File: src/rtl/quire_to_posit_4_0.sv
// Quire-to-posit<4,0> converter: a 3-stage pipeline with a one-entry skid latch.
// It converts only end-of-window beats and counts the results it emits.
module quire_to_posit_4_0 #(
    parameter int LOG_NB_ACCUM = 10
) (
    input  logic                     clk,
    input  logic                     rst_n,
    output logic                     rtr_o,
    input  logic                     rts_i,
    input  logic                     sow_i,
    input  logic                     eow_i,
    input  logic [9+LOG_NB_ACCUM-1:0] data_i,
    input  logic                     NaR_i,
    input  logic                     rtr_i,
    output logic                     rts_o,
    output logic [3:0]               posit_o,
    output logic                     NaR_o,
    output logic [15:0]              count_o
);
    localparam int QW = 9 + LOG_NB_ACCUM;

    logic          process_en;
    logic          accept;
    logic          skid_full;
    logic          skid_eow;
    logic          skid_nar;
    logic [QW-1:0] skid_data;

    logic          in_valid;
    logic          in_eow;
    logic          in_nar;
    logic [QW-1:0] in_data;

    logic          s1_staged, s1_sign, s1_zero, s1_nar;
    logic [QW-1:0] s1_mag;
    logic          s2_staged, s2_sign, s2_zero, s2_nar;
    logic [2:0]    s2_code;
    logic [2:0]    code_d;
    logic [3:0]    posit_d;

    // sow only delimits windows upstream; nothing in this block depends on it.
    logic unused_sow;
    assign unused_sow = sow_i;

    assign process_en = rtr_i | ~rts_o;
    assign accept     = rts_i & rtr_o;

    // The latch, when full, always holds the oldest beat, so it feeds stage 1 first.
    assign in_valid = skid_full | accept;
    assign in_eow   = skid_full ? skid_eow  : eow_i;
    assign in_nar   = skid_full ? skid_nar  : NaR_i;
    assign in_data  = skid_full ? skid_data : data_i;

    // Round-to-nearest-even on the posit encoding; nonzero never rounds to zero.
    always_comb begin
        // NOTE: assign a default before any branch so no path leaves code_d unassigned (no latch).
        code_d = 3'd7;
        if      (s1_mag == '0)         code_d = 3'd0;
        else if (s1_mag <= QW'(5))     code_d = 3'd1;
        else if (s1_mag <= QW'(10))    code_d = 3'd2;
        else if (s1_mag <= QW'(13))    code_d = 3'd3;
        else if (s1_mag <= QW'(20))    code_d = 3'd4;
        else if (s1_mag <= QW'(27))    code_d = 3'd5;
        else if (s1_mag <= QW'(48))    code_d = 3'd6;
    end

    always_comb begin
        posit_d = s2_sign ? 4'(-{1'b0, s2_code}) : {1'b0, s2_code};
        if (s2_zero) posit_d = 4'b0000;
        if (s2_nar)  posit_d = 4'b1000;
    end

    // Control state and outputs: everything that must be known after reset.
    always_ff @(posedge clk) begin
        // NOTE: sequential state uses non-blocking assignments so all registers update together.
        if (!rst_n) begin
            rtr_o     <= 1'b0;
            skid_full <= 1'b0;
            s1_staged <= 1'b0;
            s2_staged <= 1'b0;
            rts_o     <= 1'b0;
            posit_o   <= 4'b0000;
            NaR_o     <= 1'b0;
            count_o   <= 16'd0;
        end else begin
            rtr_o <= process_en;
            if (process_en)
                skid_full <= 1'b0;
            else if (accept)
                skid_full <= 1'b1;
            if (process_en) begin
                s1_staged <= in_valid & in_eow;
                s2_staged <= s1_staged;
                rts_o     <= s2_staged;
                posit_o   <= posit_d;
                NaR_o     <= s2_nar;
            end
            if (rts_o && rtr_i)
                count_o <= count_o + 16'd1;
        end
    end

    // Payload registers: qualified by the staged bits, so they carry no reset.
    always_ff @(posedge clk) begin
        // NOTE: data storage is left unreset on purpose; the valid flags alone decide if it matters.
        if (!process_en && accept && !skid_full) begin
            skid_eow  <= eow_i;
            skid_nar  <= NaR_i;
            skid_data <= data_i;
        end
        if (process_en) begin
            s1_sign <= in_data[QW-1];
            s1_mag  <= in_data[QW-1] ? QW'(-in_data) : in_data;
            s1_zero <= (in_data == '0);
            s1_nar  <= in_nar;
            s2_sign <= s1_sign;
            s2_code <= code_d;
            s2_zero <= s1_zero;
            s2_nar  <= s1_nar;
        end
    end
endmodule

File: config.mk
export PLATFORM = sky130hd
export DESIGN_NAME = quire_to_posit_4_0
export DESIGN_NICKNAME = d
export VERILOG_FILES = /design/src/rtl/quire_to_posit_4_0.sv
export SDC_FILE = /design/constraint.sdc
export NUM_CORES = 1
export LEC_CHECK = 0
export ABC_AREA = 1
export CORE_UTILIZATION = 55
export DETAILED_ROUTE_END_ITERATION = 8
export MAX_ROUTING_LAYER = met4
export PLACE_DENSITY = 0.83
export RECOVER_POWER = 100
export SYNTH_ARGS = -nofsm -noshare
export SYNTH_HDL_FRONTEND = slang
export SYNTH_SLANG_ARGS = --single-unit
File: constraint.sdc
create_clock -name clk -period 4.1 [get_ports clk]
set_input_delay 0.82 -clock clk [delete_from_list [all_inputs] [get_ports clk]]
set_output_delay 0.82 -clock clk [all_outputs]
set_load 0.005 [all_outputs]
# Word-level counts from Yosys, hierarchy flattened
# Cells that the tools add are included.
dict set report totals {
  out_inout_bits 23
  word_cells 60
  register_bits 75
  input_bits 26
}
dict set report op_classes {
  n_addsub 3
  n_reduce_logical 10
  muxes 13
  magnitude_cmp 6
  bitwise 6
}
# op n
set ops {}
lappend ops {{$le 19x4->1 const B} 2}
lappend ops {{$le 19x5->1 const B} 2}
lappend ops {{$logic_not 19->1} 2}
lappend ops {{$le 19x3->1 const B} 1}
lappend ops {{$le 19x6->1 const B} 1}
lappend ops {{$mux 19} 1}
lappend ops {{$neg 19->19} 1}
lappend ops {{$mux 18} 1}
lappend ops {{$add 16x1->16 const B} 1}
lappend ops {{$mux 4} 3}
lappend ops {{$mux 2} 4}
lappend ops {{$mux 1} 4}
lappend ops {{$neg 3->4} 1}
lappend ops {{$reduce_or 2->1} 2}
lappend ops {{$reduce_or 4->1} 1}
lappend ops {{$logic_and 1x1->1} 3}
lappend ops {{$and 1x1->1} 2}
lappend ops {{$logic_not 1->1} 2}
lappend ops {{$not 1->1} 2}
lappend ops {{$or 1x1->1} 2}

# Longest topological paths before layout
dict set report logic_depth {
  ltp_word 7
  mapped_depth 13
  mapped_depth_nobuf 13
}

# Least setup slack after synthesis
# Ideal clock, no wire load.
dict set report synth_path {
  path_kind {input to register}
  from {in rtr_i}
  to {reg skid_data[0] (enable)}
  n_path_buf 0
  required_time_ns 3.674
  setup_slack_ns 0.493
  setup_time_ns 0.426
  path_stages 3
  arrival_time_ns 3.182
  cell_sequence {nor2_1 > inv_1 > nor3_1}
}
dict set report synth_between {
  elab_chain_len 4
}
# element line_no
set synth_lines {}
lappend synth_lines {{start, declared} 14} ;# input logic rtr_i,
lappend synth_lines {{$or 1x1->1} 45} ;# assign process_en = rtr_i | ~rts_o;
lappend synth_lines {{net process_en} 22} ;# logic process_en;
lappend synth_lines {{$logic_not 1->1} 106} ;# if (!process_en && accept && !skid_full) begin
lappend synth_lines {{$logic_and 1x1->1 (2 in a row)} 106}
lappend synth_lines {{end signal, assigned} 109} ;# skid_data <= data_i;
lappend synth_lines {{end, declared} 27} ;# logic [QW-1:0] skid_data;
# The timed path passes the listed nets, and every way through them passes these cells.
# A chain may end at the register's enable or synchronous reset.

# Final worst setup path
dict set report layout_path {
  from {in data_i[18]}
  to {reg s1_mag[12] (data pin)}
}
dict set report layout_between {
  elab_chain_len 2
}
# element line_no
set layout_lines {}
lappend layout_lines {{start, declared} 12} ;# input logic [9+LOG_NB_ACCUM-1:0] data_i,
lappend layout_lines {{$mux 19} 52} ;# assign in_data = skid_full ? skid_data : data_i;
lappend layout_lines {{$mux 18} 113} ;# s1_mag <= in_data[QW-1] ? QW'(-in_data) : in_data;
lappend layout_lines {{end signal, assigned} 113}
lappend layout_lines {{end, declared} 35} ;# logic [QW-1:0] s1_mag;
# Every way passes these cells.

==> flow_summary.rst <==
.. list-table::
   :header-rows: 1

   * - Metric
     - Value
   * - PD cells
     - 342 mW/mm^2
   * - Endpoint type of the worst setup path
     - flip-flop
   * - Die ar.
     - 0.00721 sq mm
   * - Dominant combinational cell family by area after synthesis
     - simple AND/OR/NAND/NOR gates
   * - Launch instance of the worst register-to-register path
     - skid_full$_SDFFE_PP0P_
   * - Met1 layer usage reported by global route
     - 0.248
   * - Fraction of the mapped netlist area in adder cells
     - 0.00993
   * - Sum of negative setup slack
     - 0 ns
   * - Share of layout cells above drive strength 1
     - 0.0921
   * - Initial antenna violation count
     - 0
   * - Overall routing resource usage
     - 0.217
   * - Maximum fanout along the worst path
     - 16
   * - Maximum buffer depth of the clock tree
     - 2
   * - Outcome
     - finished, violations left
   * - Detailed-route vias per instance
     - 5.19
   * - Fraction of synthesized cell area in xor and xnor cells
     - 0.0347
   * - Average wire length per cell after detail routing
     - 12.2 um
   * - H-tree levels
     - 3
   * - Number of max-slew violations in the final report
     - 0
   * - Net count after synthesis
     - 447
   * - Required time at the worst-slack endpoint
     - 4.19 ns
   * - Class of the tightest hold or removal check
     - reg2reg
   * - CORE AREA
     - 0.00649 sq mm
   * - Max cap viols
     - 0
   * - Post-synthesis instance area
     - 0.00378 sq mm
   * - Routed vias
     - 2882
   * - Top Family by Delay on Critical Path
     - buffers and inverters
   * - Clock network latency to the later pin of the worst-skew pair
     - 0.35 ns
   * - NumNets Final
     - 502
   * - Layout Area Growth over Synthesis
     - 18.0%
   * - First-pass detailed-route iteration total
     - 7
   * - Number of clock sinks seen by CTS
     - 75
   * - Critical path buffer and inverter count
     - 2
   * - CTS tree
     - yes
   * - Series of cell instances along the critical path
     - dlygate4sd3_1 > o21ai_0 > inv_1 > nand2_1 > nand2_1 > xnor2_1
   * - Number of DRC violations after detailed routing
     - 3
   * - Commonest non-fill, non-tap cells in the layout
     - nand2_1, inv_1, nor2_1
   * - Maximum single-stage delay on the critical path
     - 0.83 ns
   * - Worst slew pin tran
     - 1.44 ns
   * - Most common cell after layout, fill and taps aside
     - nand2_1
   * - Hold endpoint
     - s2_sign$_DFFE_PP_
   * - Diode insertion count for antenna repair
     - 0
   * - Warnings from Yosys
     - 0
   * - CP arrival
     - 3.22 ns
   * - Setup fix buffers added after clock tree synthesis
     - 0
   * - Met2 GRT Util
     - 0.370
   * - Period minus WS final
     - 3.12 ns
   * - Met3 track demand over resource
     - 0.0574
   * - FF+latch count, synth
     - 75
   * - Routability-driven placement congestion ratio
     - 0.786
   * - Hold Buf Count CTS
     - 0
   * - Width of the die
     - 84.9 um
   * - Avg Synthesized Cell Area
     - 9.05 sq um
   * - Largest net degree at the start of global routing
     - 31
   * - Static leakage
     - 1.84 nW
   * - Critical path class
     - in2reg
   * - Fmax
     - 320 MHz
   * - Final number of hold-violating endpoints
     - 0
   * - Overflow after GRT
     - 0
   * - Worst-case headroom to the max-slew limit
     - 0.0419
   * - Fill cell instance count of the final layout
     - 517
   * - CTS buffer count
     - 9
   * - Kind of launch point of the worst setup path
     - primary input
   * - Count of final setup violators
     - 0
   * - Unique cell type count in the Yosys netlist
     - 45
   * - Cell at the slowest stage of the critical path
     - o21ai_0
   * - Final worst clock skew
     - 0.0146 ns
   * - Via count of the first global-routing pass
     - 2857
   * - Starting density of the core
     - 0.582
   * - Cell depth of the worst min-delay path
     - 0
   * - Crit Reg-Reg Endpoint
     - s1_mag[12]$_DFFE_PP_
   * - Origin of the worst min-delay path
     - s1_sign$_DFFE_PP_
   * - Floorplan row count
     - 29
   * - GR peak layer
     - met2
   * - Port Buf Inserts
     - 47
   * - Worst R2R Setup Slack
     - 1.15 ns
   * - Register area share after synthesis
     - 0.527
   * - Number of gates given a new drive strength after cts
     - 0
   * - Unrepaired setup endpoints after global routing
     - false
   * - Simple-gate share of the synthesized area
     - 0.262
   * - First-iteration detailed-routing DRC count
     - 118
   * - Area of combinational cells with multiple inputs
     - 0.00148 sq mm
   * - Failing checks
     - design-rule violations
   * - Synthesized instance count
     - 418
   * - Area taken by flip-flops and latches
     - 0.00199 sq mm
   * - Root buf cell
     - clkbuf_8
   * - Number of ports placed on the die boundary
     - 49
   * - Wire length of the first global-routing pass
     - 11900 um
   * - Post-Route Utilization
     - 0.687
   * - Final HPWL from detailed placement
     - 4930 um
   * - Die Span Y
     - 84.9 um
   * - Cell occurring most often along the worst timing path
     - nand2_1
   * - R2R depth
     - 8
   * - Routed Antenna Nets
     - 0
   * - Peak supply drop
     - 0.226 mV
   * - Compound-Gate Fraction of Synth Area
     - 0.0970
   * - Clock Pin Slew Worst Setup and Hold Paths
     - 0.07 ns
   * - Total length of routed wires
     - 6770 um
   * - Multiplexer share of the synthesized area
     - 0
   * - Final period util
     - 0.762
## where the power goes
part	total (W)	switching, W	internal [W]
Clock	0.000548	0.000256	0.000292
Combinational	0.000128	0.0000733	0.0000547
Sequential	0.000849	0.0000155	0.000833
## synthesized netlist by cell type, drive strengths merged
cell type / count / area share
a21boi: 1 / 0.0020
a21oi: 16 / 0.021
a41oi: 1 / 0.0023
and2: 2 / 0.0036
buf: 5 / 0.014
clkbuf: 1 / 0.00099
dfxtp: 26 / 0.14
edfxtp: 49 / 0.39
ha: 3 / 0.0099
inv: 55 / 0.055
nand2: 104 / 0.12
nand3: 20 / 0.028
nand3b: 2 / 0.0073
nand4: 6 / 0.0099
nor2: 53 / 0.058
nor3: 12 / 0.024
nor3b: 1 / 0.0020
nor4: 1 / 0.0017
o211ai: 1 / 0.0020
o21a: 2 / 0.0040
o21ai: 30 / 0.056
o22ai: 1 / 0.0017
o31ai: 3 / 0.0060
o32ai: 1 / 0.0023
or2: 7 / 0.012
xnor2: 4 / 0.0093
xor2: 11 / 0.025
## sequential cells by signal, summed over array words and instances (netlist names), 3 cells and up
register / cells
posit_o: 4
count_o: 16
s1_mag: 19
s2_code: 3
skid_data: 19
## metal layers
layer | part of all wire | vias to the layer above | wire length [um]
met4 | 0.016 | 0 | 110
li1 | - | 1494 | -
met2 | 0.50 | 58 | 3390
met3 | 0.042 | 9 | 286
met1 | 0.44 | 1321 | 2990
met5 | 0 | - | 0
## kinds of logic after synthesis
group | Yosys count
xor+xnor | 15
compound gates | 56
flops | 75
simple gates | 208
fa+ha+maj | 3
buf+inv | 61
## worst max path at each step
stage                           start                 endpoint  slack, ns  cells after the start
2_1_floorplan                   rtr_i   skid_data[0]$_DFFE_PP_       0.49                      3
3_3_place_gp                    rst_n  posit_o[2]$_SDFFE_PN0P_       1.40                      7
3_5_place_dp                    rst_n  posit_o[1]$_SDFFE_PN0P_       1.38                      7
4_1_cts        skid_full$_SDFFE_PP0P_     s1_mag[16]$_DFFE_PP_       1.66                     13
5_1_grt                         rtr_i   skid_data[1]$_DFFE_PP_       0.78                      5
6_report                   data_i[18]     s1_mag[12]$_DFFE_PP_       0.98                      6
## worst reg2reg max path, stage by stage (launching register included)
cell and delay (ns):
dfxtp_1 0.31, buf_4 0.33, inv_1 0.35, or2_0 0.30, o21ai_0 0.40, inv_1 0.53
nand2_1 0.26, nand2_1 0.09, xnor2_1 0.13
## through the flow
step                      setup slack [ns]  power [W]  std cells  hold slack (ns)  area [sq um]
after floorplan                      0.493   0.000946        418            0.400          3780
after global placement                1.40   0.000994        539            0.403          4320
after detailed placement              1.38    0.00100        539            0.405          4320
after CTS                             1.66    0.00154        555            0.422          4520
after global routing                 0.779    0.00159        555            0.424          4460
final                                0.977    0.00152        555            0.421          4460
## final cells by class
cell class,instances,area share
timing repair buffer,50,0.109
clock inverter,3,0.00392
clock buffer,13,0.0407
inverter,55,0.0463
sequential,75,0.446
multi-input combinational,282,0.332
tap,77,0.0216
No activity file was read; power rests on OpenSTA's default activity.
